$ cat src/rtl/ac97_pkg.sv
// Shared AC97 deframing constants: frame/slot bit positions and the receiver state encoding.
package ac97_pkg;

  localparam int FRAME_BITS = 256;
  localparam int SLOT_BITS  = 20;
  localparam int CNT_W      = $clog2(FRAME_BITS);

  typedef logic [CNT_W-1:0] bit_idx_t;

  // Index of the last frame bit belonging to each field, MSB-first from frame start
  localparam bit_idx_t TAG_END   = bit_idx_t'(15);
  localparam bit_idx_t SLOT1_END = bit_idx_t'(35);
  localparam bit_idx_t SLOT2_END = bit_idx_t'(55);
  localparam bit_idx_t SLOT3_END = bit_idx_t'(75);
  localparam bit_idx_t SLOT4_END = bit_idx_t'(95);

  typedef enum logic {
    ST_IDLE  = 1'b0,
    ST_FRAME = 1'b1
  } rx_state_t;

endpackage

$ cat src/rtl/ac97_sample_fifo.sv
// Synchronous show-ahead FIFO for record samples; reports writes dropped because it was full.
module ac97_sample_fifo #(
  parameter int WIDTH = 40,
  parameter int DEPTH = 4
) (
  input  logic             clk,
  input  logic             rst_n,
  input  logic             wr_en,
  input  logic [WIDTH-1:0] wr_data,
  input  logic             rd_en,
  output logic [WIDTH-1:0] dout,
  output logic             empty,
  output logic             drop
);

  localparam int AW = $clog2(DEPTH);

  logic [AW:0]      wr_ptr, rd_ptr;
  logic [WIDTH-1:0] mem [DEPTH];
  logic             full, do_rd, do_wr;

  assign empty = (wr_ptr == rd_ptr);
  assign full  = (wr_ptr[AW] != rd_ptr[AW]) && (wr_ptr[AW-1:0] == rd_ptr[AW-1:0]);
  assign do_rd = rd_en & ~empty;
  // A pop in the same cycle frees the slot the push needs
  assign do_wr = wr_en & (~full | do_rd);
  assign drop  = wr_en & full & ~rd_en;
  assign dout  = mem[rd_ptr[AW-1:0]];

  always_ff @(posedge clk or negedge rst_n) begin
    if (!rst_n) begin
      wr_ptr <= '0;
      rd_ptr <= '0;
      for (int i = 0; i < DEPTH; i++) mem[i] <= '0;
    end else begin
      if (do_wr) begin
        mem[wr_ptr[AW-1:0]] <= wr_data;
        wr_ptr <= wr_ptr + 1'b1;
      end
      if (do_rd) rd_ptr <= rd_ptr + 1'b1;
    end
  end

endmodule

$ cat src/rtl/ac97_frame_receiver.sv
// AC97 codec->controller deframer: tag, status readback (slots 1/2) and PCM record (slots 3/4) into a FIFO.
module ac97_frame_receiver
  import ac97_pkg::*;
#(
  parameter int FIFO_DEPTH = 4,
  parameter int OUT_WIDTH  = 20
) (
  input  logic                   clk,
  input  logic                   rst_n,
  input  logic                   sync,
  input  logic                   sdata_in,
  output logic                   codec_ready,
  output logic [11:0]            slot_valid,
  output logic [6:0]             status_addr,
  output logic [15:0]            status_data,
  output logic                   status_valid,
  output logic [2*OUT_WIDTH-1:0] sample_fifo_dout,
  output logic                   sample_fifo_empty,
  input  logic                   sample_fifo_rd_en,
  output logic                   overflow,
  input  logic                   overflow_clr,
  output logic                   frame_err
);

  rx_state_t state_q, state_d;
  bit_idx_t  bit_cnt_q, bit_cnt_d, cur_bit;

  logic                   sync_d, sync_rise, active, premature;
  logic [SLOT_BITS-1:0]   shift_q, shift_d, left_q;
  logic [3:0]             slot_en_q;
  logic [6:0]             addr_q;
  logic                   push, drop;
  logic [2*OUT_WIDTH-1:0] push_data;

  // The sync_rise cycle carries frame bit 0, so it overrides the running count
  assign sync_rise = sync & ~sync_d;
  assign active    = (state_q == ST_FRAME) || sync_rise;
  assign cur_bit   = sync_rise ? '0 : bit_cnt_q;
  assign premature = (state_q == ST_FRAME) && sync_rise && (bit_cnt_q != '0);
  assign shift_d   = {shift_q[SLOT_BITS-2:0], sdata_in};

  always_ff @(posedge clk or negedge rst_n) begin
    if (!rst_n) begin
      state_q   <= ST_IDLE;
      bit_cnt_q <= '0;
      sync_d    <= 1'b0;
      shift_q   <= '0;
    end else begin
      state_q   <= state_d;
      bit_cnt_q <= bit_cnt_d;
      sync_d    <= sync;
      shift_q   <= shift_d;
    end
  end

  always_comb begin
    state_d   = state_q;
    bit_cnt_d = bit_cnt_q;
    case (state_q)
      ST_IDLE: begin
        if (sync_rise) begin
          state_d   = ST_FRAME;
          bit_cnt_d = cur_bit + 1'b1;
        end
      end
      ST_FRAME: begin
        bit_cnt_d = cur_bit + 1'b1;
      end
      default: state_d = ST_IDLE;
    endcase
  end

  // slot_en_q holds tag bits 14:11 (slot 1..4 valid) of the frame in progress
  always_ff @(posedge clk or negedge rst_n) begin
    if (!rst_n) begin
      codec_ready  <= 1'b0;
      slot_valid   <= '0;
      slot_en_q    <= '0;
      addr_q       <= '0;
      left_q       <= '0;
      status_addr  <= '0;
      status_data  <= '0;
      status_valid <= 1'b0;
      frame_err    <= 1'b0;
      overflow     <= 1'b0;
    end else begin
      status_valid <= 1'b0;
      frame_err    <= premature;
      if (active) begin
        if (cur_bit == TAG_END) begin
          codec_ready <= shift_d[15];
          slot_valid  <= shift_d[14:3];
          slot_en_q   <= shift_d[14:11];
        end
        if (cur_bit == SLOT1_END) addr_q <= shift_d[18:12];
        if (cur_bit == SLOT2_END && slot_en_q[3] && slot_en_q[2]) begin
          status_addr  <= addr_q;
          status_data  <= shift_d[19:4];
          status_valid <= 1'b1;
        end
        if (cur_bit == SLOT3_END) left_q <= shift_d;
      end
      if (drop)              overflow <= 1'b1;
      else if (overflow_clr) overflow <= 1'b0;
    end
  end

  assign push      = active && (cur_bit == SLOT4_END) && slot_en_q[1] && slot_en_q[0];
  assign push_data = {left_q[SLOT_BITS-1 -: OUT_WIDTH], shift_d[SLOT_BITS-1 -: OUT_WIDTH]};

  ac97_sample_fifo #(
    .WIDTH (2*OUT_WIDTH),
    .DEPTH (FIFO_DEPTH)
  ) u_fifo (
    .clk     (clk),
    .rst_n   (rst_n),
    .wr_en   (push),
    .wr_data (push_data),
    .rd_en   (sample_fifo_rd_en),
    .dout    (sample_fifo_dout),
    .empty   (sample_fifo_empty),
    .drop    (drop)
  );

endmodule

$ cat config.mk
export PLATFORM = sky130hd
export DESIGN_NAME = ac97_frame_receiver
export DESIGN_NICKNAME = d
export VERILOG_FILES = /design/src/rtl/ac97_pkg.sv /design/src/rtl/ac97_sample_fifo.sv /design/src/rtl/ac97_frame_receiver.sv
export SDC_FILE = /design/constraint.sdc
export NUM_CORES = 1
export LEC_CHECK = 0
export CAP_MARGIN = 15
export CORE_MARGIN = 4
export CORE_UTILIZATION = 55
export DETAILED_ROUTE_END_ITERATION = 10
export HOLD_SLACK_MARGIN = 0.08
export PLACE_DENSITY_LB_ADDON = 0.1
export SYNTH_ARGS = -nofsm -noshare
export SYNTH_HDL_FRONTEND = slang
export SYNTH_SLANG_ARGS = --single-unit
$ cat constraint.sdc
create_clock -name clk -period 5.65 [get_ports clk]
set_input_delay 0.8475 -clock clk [delete_from_list [all_inputs] [get_ports clk]]
set_output_delay 0.8475 -clock clk [all_outputs]
set_load 0.02 [all_outputs]
# After elaboration in Yosys (flattened, before gate mapping)
# Index checks and enable logic that the tools add are counted.
# word_totals
ff_bits	265
output_inout_bits	80
word_cells	79
# classes
n_addsub	3
n_lt_le_gt_ge	3
eq_ne	9
muxes	15
bitwise_logic	13
reduce_logical	16
# ops
op	count
160-bit bitwise mux	1
40-bit two-way mux	3
40-bit binary-select mux with 2-bit select	1
40-bit demux with 2-bit select	1
8-bit by 6-bit equality test with 1-bit output (second input constant)	2
8-bit by 7-bit equality test with 1-bit output (second input constant)	2
8-bit two-way mux	2
8-bit case mux with 2 select lines	1
1-bit logical AND	9
8-bit by 1-bit adder with 8-bit output (second input constant)	1
8-bit by 4-bit equality test with 1-bit output (second input constant)	1
2-bit AND reduction	4
8-bit nonzero test	1
3-bit by 1-bit adder with 3-bit output (second input constant)	2
3-bit greater-or-equal comparator (second input constant)	2
1-bit two-way mux	6
2-bit inverter with 3-bit output	2
1-bit AND	5
1-bit inverter	5
3-bit equality test	1
3-bit by 1-bit < comparator with 1-bit output (second input constant)	1
2-bit equality test	1
2-bit inequality test (second input constant)	1
2-bit nonzero test	1
other kinds (3)	3

# Logic depth before layout (Yosys ltp)
# Gate-level depths: netlist of run 1.
# logic_depth
word_depth	10
depth_mapped	8

# Cells and area by module
# From an unflattened synthesis of run 1, not the netlist that was laid out.
# hier_totals
cells_unflattened	645
area_unflattened_um2	11185.7
# modules_own_cells
module	n_inst	cells_per_inst	area_each_um2	seq_area_each_um2
ac97_sample_fifo	1	427	7634.8	4154.0
ac97_frame_receiver	1	218	3550.9	2377.3

# Least setup slack after synthesis of run 1
# No wires, ideal clock.
# synth_timing
path_type	input to register
start	input port sync
end	register status_data[10]
t_arrival_ns	2.505
required_time_ns	5.525
slack_ns	3.020
stages	8
path_cell_list	nand2b_1 > and2_1 > ha_1 > nand3_1 > or4_4 > buf_6 > buf_12 > mux2_4
# synth_between
elab_chain_cells	6
# synth_rtl
item	line_no	source
from (decl)	ac97_frame_receiver.sv:10	input logic sync,
1-bit AND (*)	ac97_frame_receiver.sv:36	assign sync_rise = sync & ~sync_d;
8-bit two-way mux	ac97_frame_receiver.sv:38	assign cur_bit = sync_rise ? '0 : bit_cnt_q;
8-bit by 6-bit equality test with 1-bit output	ac97_frame_receiver.sv:96	if (cur_bit == SLOT2_END && slot_en_q[3] && slot_en_q[2]) begin
1-bit logical AND (2 in a row)	ac97_frame_receiver.sv:96	
2-bit AND reduction (no source line) (*)	-	
to (signal assigned)	ac97_frame_receiver.sv:98	status_data <= shift_d[19:4];
to (decl)	ac97_frame_receiver.sv:15	output logic [15:0] status_data,
# Mark *: on every way between the ends. The rest lies on a longest branch, timed or not.
# A chain may end at the register's enable or synchronous reset.

# Worst setup path after layout of run 1
# layout_timing
start	register u_fifo.rd_ptr[0]
end	output port sample_fifo_dout[39]
# layout_between
elab_chain_cells	4
# layout_rtl
item	line_no	source
from (decl)	ac97_sample_fifo.sv:18	logic [AW:0] wr_ptr, rd_ptr;
from (signal assigned)	ac97_sample_fifo.sv:40	if (do_rd) rd_ptr <= rd_ptr + 1'b1;
2-bit inverter with 3-bit output (implied by the code)	ac97_sample_fifo.sv:28	assign dout = mem[rd_ptr[AW-1:0]];
40-bit binary-select mux with 2-bit select	ac97_sample_fifo.sv:28	
40-bit two-way mux (implied by the code) (2 in a row)	ac97_sample_fifo.sv:28	
to (decl)	ac97_frame_receiver.sv:17	output logic [2*OUT_WIDTH-1:0] sample_fifo_dout,
# Every way passes these cells. The select of a mux whose other input is x is not followed.

==> run_results.csv, run 1 <==
group,metric,value,unit
timing,setup_tns,0,ps
logic_synthesis,async_reset_ff_frac,1.00,
logic_synthesis,yosys_warnings,0,
timing,report.final.hold_viol_count,0,
placed_design,post-dp-hpwl,13.0,mm
cts,cts_resized,0,
logic_synthesis,syn_area_per_cell,16.8,µm²
placed_design,port_buffers,85,
detailed_routing,totalWireLength,21.2,mm
floorplanning,floorplan.die_area,21900,µm²
worst_setup_path,critPathMaxFanout,24,
floorplanning,pin_count,86,
logic_synthesis,yosys-top-cells-area,"sky130_fd_sc_hd__dfrtp_1, sky130_fd_sc_hd__mux2_2, sky130_fd_sc_hd__mux4_2",
detailed_routing,drt-initial-drc-count,257,
logic_synthesis,postSynthNetCount,651,
logic_synthesis,post_synth_inst_count,639,
worst_setup_path,regToRegSetupSlack,2390,ps
logic_synthesis,ys.flop_type,"sky130_fd_sc_hd__dfrtp_1",
detailed_routing,drt_pre_antenna_iters,4,
layout,num_antenna_cells,0,
logic_synthesis,top_cells_by_instance_count_after_synthesis,"sky130_fd_sc_hd__dfrtp_1, sky130_fd_sc_hd__mux2_2, sky130_fd_sc_hd__mux4_2, sky130_fd_sc_hd__mux2_4, sky130_fd_sc_hd__buf_2",
pwr,cellPowerDensity,303,nW/µm²
grt,use_met3,0.0300,
logic_synthesis,synth.ff_latch_count,261,
worst_setup_path,timing.critical_path.slowest_cell_delay,960,ps
worst_setup_path,timing.critical_path.required,4800,ps
detailed_routing,routed_via_density,5.71,
placed_design,finalWeightedCongestion,0.788,
status,outcome,"finished clean",
cts,cts_tree,"built",
timing,setup_violations,0,
job,max_cap_violations,0,
cts,clock_path_buffers,3,
layout,final_layout_size_suffix_gt1_frac,0.429,
layout,final_nets,736,
timing,normalized_max_slew_margin,0.193,
worst_setup_path,timing.critical_path.to_type,"output port",
cts,clk_root_buffer_cell,"sky130_fd_sc_hd__clkbuf_16",
logic_synthesis,synth_largest_type_area_fraction,0.607,
worst_setup_path,cp.buffers_inverters,2,
floorplanning,core-area,19000,µm²
cts,postCtsSetupBuffers,0,
pwr,max-vdd-ir-drop,257,µV
detailed_routing,drt.antenna.violating_nets,0,
worst_setup_path,timing.rr.end,"u_fifo.mem[51]",
pwr,power.leakage,6.10,nW
floorplanning,rows,50,
logic_synthesis,synth_sequential_area_ratio,0.607,
detailed_routing,drcViolationCount,0,
floorplanning,floorplan.initialDensity,0.567,
timing,grt_setup_unrepaired,"no",
cts,cts-hold-fix-buffers,0,
floorplanning,die_x,148,µm
floorplanning,die_height,148,µm
worst_setup_path,timing.setup.critical_path_class,"register to output port",
grt,met2_usage,0.336,
layout,fillCellCount,1315,
timing,fin_ws,1590,ps
timing,final.setup_skew,7.47,ps
worst_setup_path,ff2ff_path_depth,5,
worst_setup_path,crit_start_category,"register",
timing,final.period_utilization,0.719,
grt,grtUsageTotal,0.200,
layout,final-seq-area,6530,µm²
worst_setup_path,timing.critical_path.arrival,3220,ps
cts,cts_made_buffers,27,
grt,first_pass_grt_wire_length,35.2,mm
cts,clock_latency,510,ps
grt,grt.overflow.total,0,
worst_setup_path,path_cells,"buf_4 > mux4_2 > clkdlybuf4s50_1",
timing,max_freq,0.246,GHz
hold_path,hold_path_class,"input port to async pin",
logic_synthesis,yosys.cell_count.top_type,"sky130_fd_sc_hd__dfrtp_1",
grt,first_global_vias,6370,
layout,postLayoutCellArea,12600,µm²
grt,grt-busiest-layer,"met2",
cts,htree_num_levels,1,
timing,period_minus_slack,4060,ps
detailed_routing,detail_route.wl_per_cell,21.1,µm
worst_setup_path,cpLargestDelayFamily,"buffers and inverters",
cts,clkTransAtPathRegs,60,ps
layout,multiInputGateArea,4010,µm²
logic_synthesis,yosys.cell_types.count,32,
logic_synthesis,synth_top_cell_by_area,"sky130_fd_sc_hd__dfrtp_1",
logic_synthesis,mappedNetlistArea,10800,µm²
placed_design,dpl_worst_slack,1680,ps
cts,clock-sinks,261,
detailed_routing,via_count,5724,
placed_design,post-place-cells,955,
worst_setup_path,critPathSlowestCell,"sky130_fd_sc_hd__dfrtp_2",
grt,use_met1,0.285,
logic_synthesis,synth_enable_flop_cells,0,
timing,final-max-slew-violation-count,0,
layout,final_cell_count_no_fill,1002,
worst_setup_path,reg2reg_from,"u_fifo.rd_ptr[1]",
grt,grt_start_max_net_pins,135,
timing,worst_pin_slew,1210,ps
placed_design,detailed_place.area,11800,µm²
grt,antenna_found_initial,0,
layout,area_growth,17.3,%
-- through the flow --
step           hold WS [ps]  utilization  total power, W
2_1_floorplan           415            -         0.00210
3_3_place_gp            450        0.623         0.00223
3_5_place_dp            472        0.623         0.00223
4_1_cts                 467        0.666         0.00386
5_1_grt                 483        0.666         0.00398
6_report                390        0.666         0.00382
-- worst max-delay path by stage --
stage                startpoint                    to  slack [ps]  cells after the start
3_3_place_gp               sync        u_fifo.mem[57]        1710                      9
6_report       u_fifo.rd_ptr[0]  sample_fifo_dout[39]        1590                      3
4_1_cts        u_fifo.rd_ptr[0]  sample_fifo_dout[39]        1470                      3
2_1_floorplan              sync       status_data[10]        3020                      8
5_1_grt        u_fifo.rd_ptr[0]  sample_fifo_dout[39]        1360                      3
3_5_place_dp               sync        u_fifo.mem[29]        1680                      9
-- per-layer routing --
metal | share of wire | vias up | wire, µm
li1 | - | 2515 | -
met1 | 0.46 | 3105 | 9650
met2 | 0.50 | 82 | 10600
met3 | 0.028 | 22 | 601
met4 | 0.013 | 0 | 285
met5 | 0 | - | 0
-- registers in the layout, indices dropped and copies added, names as in the netlist --
signal,count
addr_q,7
bit_cnt_q,8
codec_ready,1
frame_err,1
left_q,20
overflow,1
shift_q,19
slot_valid,12
state_q,1
status_addr,7
status_data,16
status_valid,1
sync_d,1
u_fifo.mem,160
u_fifo.rd_ptr,3
u_fifo.wr_ptr,3
-- worst reg2reg max path: stages, from the launching register on --
cell,delay [ps]
sky130_fd_sc_hd__dfrtp_2,1170
sky130_fd_sc_hd__xnor2_1,230
sky130_fd_sc_hd__nand4b_1,290
sky130_fd_sc_hd__nand4_1,470
sky130_fd_sc_hd__buf_4,570
sky130_fd_sc_hd__mux2_2,420
-- cells in the final DEF, fill, tap and decap left out, drive strengths merged --
cell type | synthesis | final
a21oi | 5 | 5
and2 | 2 | 2
buf | 25 | 8
clkbuf | 11 | 41
clkdlybuf4s50 | 0 | 84
clkinv | 0 | 5
clkinvlp | 0 | 1
dfrtp | 261 | 261
ha | 6 | 6
inv | 5 | 5
mux2 | 226 | 226
mux4 | 40 | 40
nand2 | 12 | 12
nand2b | 3 | 3
nand3 | 5 | 5
nand3b | 1 | 1
nand4 | 6 | 6
nand4b | 1 | 1
nor2 | 4 | 4
nor2b | 1 | 1
nor3 | 3 | 3
nor4 | 2 | 2
nor4b | 2 | 2
o21ai | 3 | 3
o22ai | 1 | 1
or3 | 2 | 2
or4 | 1 | 1
xnor2 | 8 | 8
xor2 | 3 | 3
-- cell type report --
| type | count | area share |
|---|---|---|
| multi-input combinational | 337 | 0.318 |
| clock buffer | 41 | 0.0617 |
| clock inverter | 6 | 0.00258 |
| timing repair buffer | 92 | 0.0730 |
| sequential | 261 | 0.518 |
| tap | 260 | 0.0258 |
| inverter | 5 | 0.00149 |
-- where the power goes --
part           internal [W]  switching, W  leakage [nW]
sequential          0.00192     0.0000537          3.58
combinational      0.000100      0.000119          2.13
clock              0.000943      0.000681         0.399
total               0.00296      0.000853          6.10
-- kinds of logic (layout without fill, tap and decap cells) --
group           after synthesis  count (layout)  share of synthesized area
buf+inv                      41             144                     0.0201
xor+xnor                     11              11                    0.00896
fa+ha+maj                     6               6                    0.00698
simple gates                 45              45                     0.0252
compound gates                9               9                    0.00430
mux                         266             266                      0.327
flops                       261             261                      0.607
Power figures use the tool's default switching activity.
==> run 2, diff against run 1 <==
- CORE_UTILIZATION: 55 -> 52
- clock period: 5.65 -> 3.65 ns (I/O delays scaled with it)
==> run_results.csv, run 2 (synthesized netlist as in run 1, its figures left out) <==
group,metric,value,unit
status,outcome,"finished clean",
layout,largest_register,"u_fifo.mem",
hold_path,hold_path_class,"input port to async pin",
pwr,cellPowerDensity,462,nW/µm²
pwr,p_int,0.00458,W
timing,final-max-slew-violation-count,0,
layout,area_growth,18.5,%
worst_setup_path,critPathCapture,"sample_fifo_dout[39]",
cts,clock_latency,520,ps
pwr,clk_pwr_share,0.421,
floorplanning,die_x,152,µm
floorplanning,die_height,152,µm
cts,cts_tree,"built",
worst_setup_path,ff2ff_path_depth,8,
grt,antenna_found_initial,0,
detailed_routing,drt-initial-drc-count,201,
grt,first_global_vias,6508,
worst_setup_path,timing.critical_path.arrival,2680,ps
job,max_cap_violations,0,
layout,final_layout_size_suffix_gt1_frac,0.434,
worst_setup_path,timing.setup.critical_path_class,"register to output port",
worst_setup_path,timing.critical_path.required,3100,ps
layout,utilization,0.628,
floorplanning,floorplan.die_area,23000,µm²
worst_setup_path,timing.critical_path.to_type,"output port",
cts,cts_resized,0,
detailed_routing,drt_pre_antenna_iters,4,
worst_setup_path,reg2reg_from,"sync_d",
grt,grtUsageTotal,0.194,
worst_setup_path,timing.rr.end,"u_fifo.mem[77]",
detailed_routing,via_count,5758,
detailed_routing,detail_route.wl_per_cell,21.5,µm
detailed_routing,totalWireLength,21.9,mm
placed_design,detailed_place.area,12000,µm²
timing,max_freq,0.310,GHz
placed_design,post-dp-hpwl,13.8,mm
grt,grt_start_max_net_pins,129,
timing,final.setup_skew,8.75,ps
floorplanning,pin_count,86,
cts,postCtsSetupBuffers,0,
cts,cts_made_buffers,27,
grt,grt.overflow.total,0,
cts,clkTransAtPathRegs,60,ps
cts,clock_path_buffers,3,
detailed_routing,drcViolationCount,0,
worst_setup_path,regToRegSetupSlack,1170,ps
layout,top_regs,"u_fifo.mem: 160 flops, left_q: 20 flops, shift_q: 19 flops",
timing,grt_setup_unrepaired,"no",
detailed_routing,routed_via_density,5.65,
layout,final_nets,746,
layout,commonest_non_fill_non_tap_cell_in_the_layout,"sky130_fd_sc_hd__dfrtp_1",
pwr,max-vdd-ir-drop,442,µV
timing,final.period_utilization,0.884,
timing,report.final.hold_viol_count,0,
timing,fin_worst_hold_slack,130,ps
cts,clk_root_buffer_cell,"sky130_fd_sc_hd__clkbuf_16",
detailed_routing,drt.antenna.violating_nets,0,
layout,most-common-layout-cells,"sky130_fd_sc_hd__dfrtp_1, sky130_fd_sc_hd__mux2_2, sky130_fd_sc_hd__clkdlybuf4s50_1",
timing,worst_pin_slew,975,ps
pwr,power.leakage,6.17,nW
pwr,power.combinational.fraction,0.059,
pwr,power_frac_seq,0.520,
layout,postLayoutCellArea,12700,µm²
cts,htree_num_levels,1,
worst_setup_path,worstSetupStartpoint,"u_fifo.rd_ptr[0]",
worst_setup_path,critPathMaxFanout,35,
floorplanning,core-area,20300,µm²
worst_setup_path,crit_start_category,"register",
cts,cts-hold-fix-buffers,0,
timing,setup_tns,0,ps
timing,period_minus_slack,3230,ps
placed_design,port_buffers,85,
floorplanning,floorplan.initialDensity,0.530,
layout,num_antenna_cells,0,
timing,normalized_max_slew_margin,0.350,
cts,clock-sinks,261,
pwr,switching_share,0.222,
timing,setup_violations,0,
floorplanning,rows,52,
pwr,design_power,0.00589,W
layout,number_of_flip_flops_under_the_largest_register_name,160,
grt,first_pass_grt_wire_length,36.5,mm
placed_design,finalWeightedCongestion,0.779,
pwr,net-switching-power,0.00131,W
==> run 2: power groups by stage <==
stage	registers (W)	clock network [W]	logic [W]
global placement	0.00311	0	0.000349
global route	0.00307	0.00268	0.000382
finish	0.00306	0.00248	0.000347
detailed placement	0.00311	0	0.000354
CTS	0.00306	0.00255	0.000357
floorplan	0.00314	0	0.000106
==> run 2: worst min path at each step <==
stage,from,end,slack (ps),cells after the start
final,rst_n,u_fifo.mem[77],130,1
after global routing,rst_n,u_fifo.mem[157],200,1
after CTS,rst_n,u_fifo.mem[157],190,1
after detailed placement,u_fifo.rd_ptr[2],u_fifo.rd_ptr[2],480,1
after global placement,shift_q[1],shift_q[2],470,0
after floorplan,rst_n,addr_q[0],250,0
==> run 2: cell type report <==
type	instances	area (µm²)
clock inverters	3	15.0
flip-flops and latches	261	6530
fillers	1511	7550
inverters	5	18.8
repair buffers	102	1060
clock buffers	41	778
well taps	270	338
multi-input cells	337	4010
==> run 2: per-layer routing <==
metal | up-vias | track usage | share of wire
li1 | 2516 | - | -
met5 | - | 0 | 0
met3 | 35 | 0.0301 | 0.030
met4 | 0 | 0.0420 | 0.021
met1 | 3112 | 0.272 | 0.45
met2 | 95 | 0.327 | 0.50
==> run 2: stage by stage <==
step	instances	setup slack, ps
4_1_cts	1019	411
2_1_floorplan	639	1320
6_report	1019	423
3_5_place_dp	975	529
3_3_place_gp	975	620
5_1_grt	1019	326
==> run 2: worst max-delay path, cell delays in order (launching register included) <==
cell and delay (ps):
sky130_fd_sc_hd__dfrtp_2 560, sky130_fd_sc_hd__buf_12 330, sky130_fd_sc_hd__mux4_2 630, sky130_fd_sc_hd__clkdlybuf4s50_1 590
==> run 3, diff against run 2 <==
- CORE_MARGIN: 4 -> 2
==> run_results.csv, run 3 (synthesized netlist as in run 1, its figures left out) <==
group,metric,value,unit
detailed_routing,totalWireLength,22.1,mm
grt,grtUsageTotal,0.212,
worst_setup_path,critPathMaxFanout,27,
job,max_cap_violations,0,
grt,grt.overflow.total,0,
worst_setup_path,reg2reg_from,"sync_d",
worst_setup_path,regToRegSetupSlack,1090,ps
floorplanning,rows,52,
layout,number_of_flip_flops_under_the_largest_register_name,160,
layout,area_growth,19.7,%
timing,normalized_max_slew_margin,0.517,
grt,use_met1,0.302,
worst_setup_path,timing.critical_path.slowest_cell_delay,650,ps
worst_setup_path,path_cells,"buf_12 > mux4_2 > clkdlybuf4s50_1",
timing,fin_ws,432,ps
worst_setup_path,timing.rr.end,"u_fifo.mem[32]",
placed_design,post-dp-hpwl,14.3,mm
pwr,power.leakage,6.23,nW
grt,first_global_vias,6341,
grt,grt-busiest-layer,"met2",
detailed_routing,routed_via_density,5.63,
cts,htree_num_levels,1,
floorplanning,floorplan.initialDensity,0.531,
grt,grt_start_max_net_pins,94,
placed_design,port_buffers,85,
pwr,max-vdd-ir-drop,427,µV
layout,final_layout_size_suffix_gt1_frac,0.446,
detailed_routing,via_count,5785,
worst_setup_path,crit_start_category,"register",
worst_setup_path,timing.critical_path.to_type,"output port",
detailed_routing,drt.antenna.violating_nets,0,
floorplanning,core-area,20200,µm²
detailed_routing,detail_route.wl_per_cell,21.5,µm
grt,met2_usage,0.343,
worst_setup_path,worstSetupStartpoint,"u_fifo.rd_ptr[0]",
hold_path,hold_path_class,"register to register",
timing,final-max-slew-violation-count,0,
layout,most-common-layout-cells,"sky130_fd_sc_hd__dfrtp_1, sky130_fd_sc_hd__mux2_2, sky130_fd_sc_hd__clkdlybuf4s50_1",
timing,setup_tns,0,ps
layout,commonest_non_fill_non_tap_cell_in_the_layout,"sky130_fd_sc_hd__dfrtp_1",
layout,fillCellCount,1469,
worst_setup_path,cp.buffers_inverters,2,
timing,period_minus_slack,3220,ps
timing,max_freq,0.311,GHz
floorplanning,die_height,148,µm
placed_design,finalWeightedCongestion,0.778,
cts,cts_tree,"built",
cts,cts_resized,0,
cts,cts_made_buffers,27,
grt,first_pass_grt_wire_length,36.1,mm
floorplanning,floorplan.die_area,21800,µm²
worst_setup_path,cpLargestDelayFamily,"buffers and inverters",
layout,num_antenna_cells,0,
timing,setup_violations,0,
status,outcome,"finished clean",
layout,final_nets,750,
timing,worst_pin_slew,724,ps
placed_design,dpl_worst_slack,436,ps
worst_setup_path,timing.setup.critical_path_class,"register to output port",
layout,top_regs,"u_fifo.mem: 160 flops, left_q: 20 flops, shift_q: 19 flops",
cts,clock_path_buffers,3,
worst_setup_path,timing.critical_path.arrival,2670,ps
layout,largest_register,"u_fifo.mem",
timing,report.final.hold_viol_count,0,
worst_setup_path,timing.critical_path.required,3100,ps
detailed_routing,drt_pre_antenna_iters,4,
timing,grt_setup_unrepaired,"no",
worst_setup_path,critPathCapture,"sample_fifo_dout[39]",
worst_setup_path,worst-path-stages,3,
cts,clk_root_buffer_cell,"sky130_fd_sc_hd__clkbuf_16",
detailed_routing,drt-initial-drc-count,268,
detailed_routing,drcViolationCount,0,
cts,clock-sinks,261,
pwr,cellPowerDensity,483,nW/µm²
timing,final.period_utilization,0.882,
grt,use_met3,0.0340,
cts,clkTransAtPathRegs,60,ps
grt,antenna_found_initial,1,
worst_setup_path,ff2ff_path_depth,8,
worst_setup_path,critPathSlowestCell,"sky130_fd_sc_hd__dfrtp_2",
timing,final.setup_skew,14.0,ps
cts,postCtsSetupBuffers,0,
floorplanning,die_x,148,µm
floorplanning,pin_count,86,
cts,clock_latency,530,ps
run 3: worst reg2reg max path: stages (launching register included):
cell                       delay, ps
sky130_fd_sc_hd__dfrtp_1         340
sky130_fd_sc_hd__nand2b_1        230
sky130_fd_sc_hd__and2_1          180
sky130_fd_sc_hd__ha_1            240
sky130_fd_sc_hd__nand3_1         150
sky130_fd_sc_hd__nor4b_4         420
sky130_fd_sc_hd__nand4_1         200
sky130_fd_sc_hd__buf_4           340
sky130_fd_sc_hd__mux2_2          350
run 3: worst min-delay path by stage:
stage,startpoint,endpoint,cells past startpoint
6_report,u_fifo.wr_ptr[2],u_fifo.wr_ptr[2],1
5_1_grt,u_fifo.mem[54],u_fifo.mem[54],1
4_1_cts,u_fifo.wr_ptr[2],u_fifo.wr_ptr[2],1
3_5_place_dp,u_fifo.wr_ptr[2],u_fifo.wr_ptr[2],1
3_3_place_gp,u_fifo.rd_ptr[2],u_fifo.rd_ptr[2],1
2_1_floorplan,rst_n,addr_q[0],0
run 3: metal layers:
layer	vias up	wire [µm]
met4	0	533
met3	32	739
met1	3103	10000
met5	-	0
li1	2548	-
met2	102	10800
run 3: cell type report:
| type | count | area [µm²] | area share |
|---|---|---|---|
| Multi-Input combinational cell | 337 | 4010 | 0.311 |
| Clock buffer | 37 | 773 | 0.0601 |
| Clock inverter | 12 | 150 | 0.0117 |
| Inverter | 5 | 18.8 | 0.00146 |
| Sequential cell | 261 | 6530 | 0.508 |
| Timing Repair Buffer | 106 | 1050 | 0.0818 |
| Tap cell | 270 | 338 | 0.0262 |
run 3: metrics by stage:
stage / hold slack, ps / total power [W] / area, µm² / util / std cells
after floorplan: 252 / 0.00325 / 10800 / - / 639
after global placement: 481 / 0.00346 / 11900 / 0.590 / 978
after detailed placement: 483 / 0.00346 / 11900 / 0.590 / 978
after CTS: 496 / 0.00630 / 12900 / 0.636 / 1028
after global routing: 511 / 0.00646 / 12900 / 0.636 / 1028
final: 498 / 0.00621 / 12900 / 0.636 / 1028
run 3: timing repair:
action,CTS,global route
hold endpoints to repair,74,0
hold buffers,1,0
endpoints found under the setup margin,0,0
run 3: power by group:
part	switching (W)	total, W	internal, W
clock network	0.00111	0.00281	0.00170
registers	0.0000908	0.00306	0.00297
logic	0.000185	0.000343	0.000158
